File: config.mk
export PLATFORM = sky130hd
export DESIGN_NAME = if_fetch_unit
export DESIGN_NICKNAME = d
export VERILOG_FILES = /design/src/rtl/if_fetch_unit.sv
export SDC_FILE = /design/constraint.sdc
export NUM_CORES = 1
export LEC_CHECK = 0
export BUFFER_PORTS_ARGS = -buffer_cell sky130_fd_sc_hd__buf_2
export CORE_ASPECT_RATIO = 1.5
export CORE_MARGIN = 5
export CORE_UTILIZATION = 55
export DETAILED_ROUTE_END_ITERATION = 8
export HOLD_SLACK_MARGIN = 0.05
export MAX_ROUTING_LAYER = met4
export PLACE_DENSITY = 0.77
export SLEW_MARGIN = 20
export SYNTH_ARGS = -nofsm -noshare
export SYNTH_HDL_FRONTEND = slang
export SYNTH_SLANG_ARGS = --single-unit
File: constraint.sdc
create_clock -name Clk -period 2.89 [get_ports Clk]
set_clock_uncertainty 0.1 [all_clocks]
set_input_delay 0.578 -clock Clk [delete_from_list [all_inputs] [get_ports Clk]]
set_output_delay 0.578 -clock Clk [all_outputs]
set_load 0.01 [all_outputs]
File: src/rtl/if_fetch_unit.sv
// rtl/if_fetch_unit.sv - IF-stage fetch unit with PC, imem req/ready port and 2-entry fetch FIFO
//
// Purpose: owns the PC, fetches words from instruction memory one request at a
// time, buffers up to two fetched words and presents the oldest to IF/ID.
//
// Ports:
//   Clk, Reset_n      clock (rising edge), asynchronous active-low reset
//   Stall             IF/ID holding; FIFO head is not consumed
//   Redirect          branch/jump taken (overrides Stall), target RedirectPC
//   IMemReq/IMemAddr  fetch request and word address, held until IMemReady
//   IMemReady         request completes this cycle, IMemRdata valid
//   IMemRdata         fetched instruction word
//   IFInstruction     FIFO head word (NOP_WORD when empty)
//   IFPCplus4         FIFO head PC+4 (0 when empty)
//   IFValid           FIFO non-empty
module if_fetch_unit #(
  parameter logic [31:0] RESET_PC = 32'h0000_0000,
  parameter logic [31:0] NOP_WORD = 32'h0000_0000
) (
  input  logic        Clk,
  input  logic        Reset_n,
  input  logic        Stall,
  input  logic        Redirect,
  input  logic [31:0] RedirectPC,
  output logic        IMemReq,
  output logic [31:0] IMemAddr,
  input  logic        IMemReady,
  input  logic [31:0] IMemRdata,
  output logic [31:0] IFInstruction,
  output logic [31:0] IFPCplus4,
  output logic        IFValid
);

  typedef enum logic [1:0] {
    S_IDLE    = 2'd0,
    S_FETCH   = 2'd1,
    S_DISCARD = 2'd2
  } state_t;

  state_t      state;
  logic [31:0] pc;
  logic [31:0] target_pc;

  logic [31:0] fifo_ins [2];
  logic [31:0] fifo_pc4 [2];
  logic        rd_ptr;
  logic [1:0]  count;

  logic        consume;
  logic        push;
  logic [1:0]  occ_after;
  logic        space;
  logic        wr_idx;
  logic [31:0] redir_pc;
  logic [31:0] pc_plus4;

  assign consume   = IFValid & ~Stall & ~Redirect;
  assign occ_after = count - {1'b0, consume};
  assign space     = (occ_after < 2'd2);
  assign push      = (state == S_FETCH) & IMemReady & ~Redirect;
  // Tail slot: head + count (mod 2). With count==2 and a consume this is the
  // slot being vacated by the head, which is exactly where the new word goes.
  assign wr_idx    = rd_ptr ^ count[0];
  assign redir_pc  = RedirectPC & ~32'd3;
  assign pc_plus4  = pc + 32'd4;

  assign IFValid       = (count != 2'd0);
  assign IMemAddr      = pc;
  assign IFInstruction = IFValid ? fifo_ins[rd_ptr] : NOP_WORD;
  assign IFPCplus4     = IFValid ? fifo_pc4[rd_ptr] : 32'd0;

  // FIFO storage and occupancy. A redirect discards everything buffered.
  always_ff @(posedge Clk or negedge Reset_n) begin
    if (!Reset_n) begin
      count       <= 2'd0;
      rd_ptr      <= 1'b0;
      fifo_ins[0] <= 32'd0;
      fifo_ins[1] <= 32'd0;
      fifo_pc4[0] <= 32'd0;
      fifo_pc4[1] <= 32'd0;
    end else if (Redirect) begin
      count <= 2'd0;
    end else begin
      if (push) begin
        fifo_ins[wr_idx] <= IMemRdata;
        fifo_pc4[wr_idx] <= pc_plus4;
      end
      rd_ptr <= rd_ptr ^ consume;
      count  <= occ_after + {1'b0, push};
    end
  end

  // Fetch control. IMemReq is registered alongside the state so it is high
  // exactly in FETCH and DISCARD.
  always_ff @(posedge Clk or negedge Reset_n) begin
    if (!Reset_n) begin
      state     <= S_IDLE;
      pc        <= RESET_PC;
      target_pc <= 32'd0;
      IMemReq   <= 1'b0;
    end else begin
      case (state)
        S_IDLE: begin
          if (Redirect) begin
            pc <= redir_pc;
          end else if (space) begin
            state   <= S_FETCH;
            IMemReq <= 1'b1;
          end
        end
        S_FETCH: begin
          if (IMemReady) begin
            if (Redirect) begin
              pc <= redir_pc;
            end else begin
              pc <= pc_plus4;
              // After this push the FIFO would be full: stop fetching.
              if (occ_after != 2'd0) begin
                state   <= S_IDLE;
                IMemReq <= 1'b0;
              end
            end
          end else if (Redirect) begin
            // The request must complete at its original address; remember
            // where to go once it does.
            target_pc <= redir_pc;
            state     <= S_DISCARD;
          end
        end
        S_DISCARD: begin
          if (IMemReady) begin
            pc    <= Redirect ? redir_pc : target_pc;
            state <= S_FETCH;
          end else if (Redirect) begin
            target_pc <= redir_pc;
          end
        end
        default: begin
          state   <= S_IDLE;
          IMemReq <= 1'b0;
        end
      endcase
    end
  end

endmodule
; Yosys cells after proc, flatten, opt, wreduce, memory -nomap -nowiden
; Index checks and enable logic that the tools add are counted.
[totals]
latch_bits = 0
wordCells = 85
input_bits = 69
memories = 0
mem_bits_ro = 0
regBits = 198
mem_bits_rw = 0
out_inout_bits = 98
[classes]
div = 0
n_eq_ne = 12
n_reduce_logical = 11
bitwise = 12
shifts = 0
magnitude_cmp = 4
n_mul = 0
muxes = 33
addsub = 3
[ops]
columns = op, n
row1 = 32-bit two-way mux, 14
row2 = 64-bit bitwise mux, 2
row3 = 32-bit case mux with 3 select lines, 1
row4 = "32-bit by 3-bit adder with 32-bit output, second input constant", 1
row5 = 32-bit demux with 1-bit select, 1
row6 = 2-bit two-way mux, 8
row7 = "2-bit != test, second input constant", 6
row8 = 6-bit AND reduction, 2
row9 = "3-bit != test, second input constant", 2
row10 = 2-bit case mux with 3 select lines, 1
row11 = 1-bit two-way mux, 5
row12 = 1-bit bitwise AND, 4
row13 = "2-bit greater-or-equal comparator, second input constant", 2
row14 = 1-bit NOT, 4
row15 = 1-bit NOT with 2-bit output, 2
row16 = 2-bit AND reduction, 2
row17 = 4-bit AND reduction, 1
row18 = 2-bit nonzero test, 2
row19 = "3-bit by 2-bit != test with 1-bit output, second input constant", 1
row20 = 1-bit case mux with 3 select lines, 1
row21 = 3-bit nonzero test, 1
row22 = 2-bit by 1-bit adder with 2-bit output, 1
row23 = "2-bit by 1-bit equality test with 1-bit output, second input constant", 1
row24 = "2-bit equality test, second input constant", 1
row25 = 8 further kinds, 9

; Logic depth before layout (Yosys ltp)
[depth]
ltp_word = 9
mapped_depth = 10
depth_no_buf = 8

; Least setup slack after synthesis
; Ideal clock, no wire load.
[synth_path]
kind = in2reg
from = input port Redirect
to = register state[1]
t_required_ns = 2.721
setup_ns = 0.069
stages = 10
slack_ns = -0.029
n_path_buf = 3
arrival_time_ns = 2.750
path_cell_list = clkbuf_1 -> buf_2 -> clkbuf_1 -> nor3_1 -> ha_1 -> xor2_1 -> o211a_1 -> o21ai_1 -> or4b_1 -> nand3_1
[synth_between]
elab_chain_len = 6
elab_cells_between_ends = 11
cone_classes = add/sub: 1 / order compare: 1 / eq/ne: 5 / bitwise: 2 / reduce/logical: 2
[synth_rtl]
columns = element, line
row1 = start: declaration, 23  ; input logic Redirect,
row2 = 1-bit NOT (no source line), -
row3 = 1-bit bitwise AND, 57  ; assign consume = IFValid & ~Stall & ~Redirect;
row4 = 2-bit by 1-bit subtractor with 2-bit output, 58  ; assign occ_after = count - {1'b0, consume};
row5 = 2-bit less-than comparator / 2-bit nonzero test (equally long branches), "59, 118"
row6 = 2-bit != test (no source line) / 3-bit by 2-bit != test with 1-bit output (equally long branches), -
row7 = 6-bit AND reduction (no source line) (*), -
row8 = end signal: assignment, 97  ; state <= S_IDLE;
row9 = end signal: assignment, 107  ; state <= S_FETCH;
row10 = end signal: assignment, 119  ; state <= S_IDLE;
row11 = end: declaration, 40  ; state_t state;
; Mark *: on every way between the ends. The rest lies on a longest branch, timed or not.
; A chain may end at the register's enable or synchronous reset.

; Worst setup path in the final report
[layout_path]
from = register count[0]
to = output port IFPCplus4[23]
[layout_between]
elab_chain_len = 2
[layout_rtl]
columns = element, line
row1 = start: declaration, 47  ; logic [1:0] count;
row2 = start signal: assignment, 89  ; count <= occ_after + {1'b0, push};
row3 = 2-bit nonzero test, 67  ; assign IFValid = (count != 2'd0);
row4 = 32-bit two-way mux, 70  ; assign IFPCplus4 = IFValid ? fifo_pc4[rd_ptr] : 32'd0;
row5 = end: declaration, 30  ; output logic [31:0] IFPCplus4,
; No other way between the ends.

==> results summary <==
The flow ran to the end, and the final reports show no timing, DRC or antenna violations. The data arrival time at the worst-slack endpoint came out at 2020 ps. After detailed routing, the wire length on met1 is around 10000 µm.

Among all flip-flop cells after synthesis, the most frequent one is sky130_fd_sc_hd__dfrtp_1. After detailed routing, the number of vias per cell comes to roughly 5.8. The synthesized instance count is just under 1000. By area, the combinational part of the netlist is dominated by multiplexers. The total of hold buffers inserted after clock tree synthesis is 0.

The synthesized netlist contains 59 unique library cells. The timing startpoint of the critical path is count[0]$_DFF_PN0_. The met3 wire length is approximately 1500 µm. The proportion of synthesized area in mux cells is 18.7%. Setup repair after global routing left no endpoint under its margin.

No sink is reached through more buffers than the 2 on the longest clock path. Summing all placed instances gives a cell area of 11400 µm². Summed over all cells, the static leakage comes to 5.48 nW. The critical path goes through nor2_4 -> buf_4 -> nor2_1 -> buf_2. For this run, the detailed router's first-pass iteration total came to 5. The highest signal layer in the routed design is met4.

The remaining max-slew budget at the tightest pin is 25.1%. The die area is 21400 µm². In this run the post-CTS setup repair buffer count came out at 0. The startpoint identified for the worst register-to-register timing path is state[1]$_DFFE_PN0P_. The number of failing hold endpoints at the final stage is 0. Clock tree synthesis selected as its root buffer the cell sky130_fd_sc_hd__clkbuf_16.

The total standard cell area after synthesis is 10200 µm². The number of maximum-capacitance violations came out at 0. For this design, the sink count on the clock tree is 198. The floorplan step set the die width to 121 µm. TritonCTS built the clock tree. After floorplanning, the core was sized to cover 18400 µm². In the layout the commonest cells are sky130_fd_sc_hd__dfrtp_1 (197), sky130_fd_sc_hd__nor2_1 (179), sky130_fd_sc_hd__buf_2 (163). The count of yosys warnings during synthesis is 0.

Power comes to roughly 14 mW. The time the worst path needs with I/O delays and setup came out at 2700 ps. Counting every net in the synthesized netlist gives roughly 1100. The later pin in the worst-skew pair is clocked with a latency of 430 ps.

For this design, the slowest cell found on the critical path is sky130_fd_sc_hd__buf_4. The total wire length came out at 25300 µm. In this run the core area contains between 60 and 70 standard-cell rows.

The fraction of the mapped netlist area in adder cells is 0.984%. The number of port buffers came out at 164. The detailed placement HPWL came out at 17600 µm. The final cell utilization of the core came out at 64.9%. The total CTS buffers came out at 17. For this run, the total global-route usage over all layers was measured as 24.9%.

For this block, the initial DRC count from the detailed router was 548. The final count of pins violating max slew was 0. The maximum number of pins on one net before global-route repair came out at 79. The tightest hold path in the finished design has a slack of 70.5 ps. IR analysis of the VDD net gives a maximum drop of 0.614 mV. The number of placed I/O pins came out at 167. The CTS H-tree depth came out at 4.

In the routed design, unresolved DRC markers number 0. The final non-filler cell area is ~12000 µm². The die is 177 µm tall. Setup violations remaining at the end of the flow were counted as 0. The initial antenna violation count was 0.

The async set or reset register ratio after synthesis came out at 100%. The mean post-synth cell area is 10.2 µm². The growth of design area from synthesis to finish came out at 17.5%. The number of synthesized flops with an enable pin came out at 0. The clock transition at the registers of the reported paths came out at 70 ps. The portion of the clock cycle consumed by the worst path in the final layout came out at 93.4%. For this run, the top clock speed supported by timing is 0.371 GHz.

Summed over all layers, the global routing overflow is 0. Dividing total power by cell area gives a power density of approximately 1200 nW/µm². For the worst setup path, the data required time is between 2000 and 2500 ps. Sequential cells were found to cover 48.7% of the synthesized design area. The type of the setup path with the least slack is reg2out. The number of gates resized after CTS was 0. The biggest fanout along the worst timing path is 65. The via count of the first global-routing pass came out at 8062.

The antenna diode count is 0. The worst setup path is captured at a primary output. The routed layout has around 8000 vias. The effective utilization at floorplan came out at a little under three fifths.

The aggregate negative setup slack came out at 0 ps. Counting flops and latches in the post-synthesis netlist gives around 200. After detailed routing, the average wire length per cell comes to 18.1 µm.

The met2 wire length is 12500 µm. The synthesized netlist devotes 11.5% of its cell area to compound gates. The worst setup path is launched from a register. The post-route netlist has around 29% of its cells at a drive strength greater than 1. The actual slew at the worst max-slew pin is 1120 ps.

The first global-routing pass estimated 41000 µm of wire. The last weighted congestion value of the routability-driven placer is 0.956. The largest incremental delay on the critical path is about 530 ps. The tightest min-delay check is of the in2async type. The post-synthesis xor/xnor area fraction is 2.76%.

In this run the remaining antenna-violating nets after routing total 0. The number of nets in the layout came out at between 1000 and 1500. The synthesized netlist devotes 13.4% of its cell area to simple gates. The most frequent standard cell in the layout excluding fill and tap cells is sky130_fd_sc_hd__dfrtp_1. The final-layout fill cell count is ~1500.
metal layers:
| metal | GRT usage [%] | vias up |
|---|---|---|
| met5 | - | - |
| met3 | 4.39 | 76 |
| met4 | 11.2 | 0 |
| li1 | - | 3808 |
| met1 | 30.6 | 3952 |
| met2 | 40.2 | 304 |
cell type report:
type	count	area, µm²	area share [%]
Clock buffer	19	443	3.71
Clock inverter	13	146	1.23
Inverter	19	71.3	0.597
Multi-Input combinational cell	700	4850	40.6
Sequential cell	198	4960	41.5
Tap cell	252	315	2.64
Timing Repair Buffer	198	1160	9.71
stage by stage:
step	worst slack, ps	cells
finish	192	1399
global route	121	1399
CTS	189	1399
detailed placement	261	1367
global placement	347	1367
floorplan	14.7	993
cell families after synthesis:
kind of cell	count (synthesis)
multiplexers	177
AND/OR/NAND/NOR	299
buffers and inverters	95
XOR/XNOR	32
flip-flops	198
AO/OA/AOI/OAI	184
adder cells (fa/ha/maj)	8
critical path: cells and delay by family, from the launching register on:
family / cells / cell delay, ps
buffers and inverters: 2 / 720
DFF: 1 / 450
and+or+nand+nor: 2 / 330
worst paths after layout:
| kind | slack [ps] | cells past startpoint | end |
|---|---|---|---|
| worst max-delay path | 190 | 4 | IFPCplus4[23] |
| max in group asynchronous | 1780 | 2 | target_pc[11]$_DFFE_PN0P_ |
| worst max register to register | 290 | 7 | IMemAddr[21]$_DFFE_PN0P_ |
| worst min register to register | 390 | 1 | fifo_ins[57]$_DFFE_PN0P_ |
| worst min-delay path | 70 | 1 | fifo_ins[40]$_DFFE_PN0P_ |
| min in group Clk | 280 | 2 | fifo_ins[43]$_DFFE_PN0P_ |
cell usage after synthesis (3+ instances only):
master,n,share of area (%)
sky130_fd_sc_hd__nor2b_1,6,0.37
sky130_fd_sc_hd__nand2_1,30,1.1
sky130_fd_sc_hd__a31oi_1,5,0.31
sky130_fd_sc_hd__inv_1,19,0.70
sky130_fd_sc_hd__o31ai_1,6,0.44
sky130_fd_sc_hd__mux2i_1,71,7.0
sky130_fd_sc_hd__xnor2_1,17,1.5
sky130_fd_sc_hd__o21ai_1,10,0.49
sky130_fd_sc_hd__ha_1,8,0.98
sky130_fd_sc_hd__clkbuf_1,47,1.7
sky130_fd_sc_hd__buf_2,15,0.74
sky130_fd_sc_hd__mux2_1,15,1.7
sky130_fd_sc_hd__nor4_1,6,0.37
sky130_fd_sc_hd__a22oi_1,4,0.30
sky130_fd_sc_hd__o21ai_0,36,1.8
sky130_fd_sc_hd__o22ai_1,3,0.18
sky130_fd_sc_hd__xor2_1,15,1.3
sky130_fd_sc_hd__nand4_1,12,0.74
sky130_fd_sc_hd__o31a_1,3,0.26
sky130_fd_sc_hd__a221o_1,5,0.49
sky130_fd_sc_hd__a221oi_1,20,1.7
sky130_fd_sc_hd__o32ai_1,3,0.26
sky130_fd_sc_hd__nor3b_1,4,0.30
sky130_fd_sc_hd__and2_1,6,0.37
sky130_fd_sc_hd__dfrtp_1,198,49
sky130_fd_sc_hd__nand3_1,14,0.69
sky130_fd_sc_hd__or4_1,3,0.22
sky130_fd_sc_hd__a22o_1,6,0.52
sky130_fd_sc_hd__nor3_1,16,0.79
sky130_fd_sc_hd__buf_1,11,0.41
sky130_fd_sc_hd__o2bb2ai_1,4,0.34
sky130_fd_sc_hd__and3_1,7,0.43
sky130_fd_sc_hd__nor2_1,181,6.7
sky130_fd_sc_hd__a21oi_1,65,3.2
sky130_fd_sc_hd__mux2_2,91,10
registers in the layout, summed over array words and instances, names as in the netlist:
register	flops
rd_ptr	1
count	2
IMemReq	1
fifo_ins	64
fifo_pc4	64
IMemAddr	32
state	2
target_pc	32
power by group:
part / total, mW / internal (mW) / leakage, nW / switching (mW)
sequential: 5.16 / 4.14 / 2.36 / 1.03
clock: 2.36 / 1.31 / 0.278 / 1.05
combinational: 6.22 / 2.79 / 2.84 / 3.43
No activity file was read; power rests on OpenSTA's default activity.
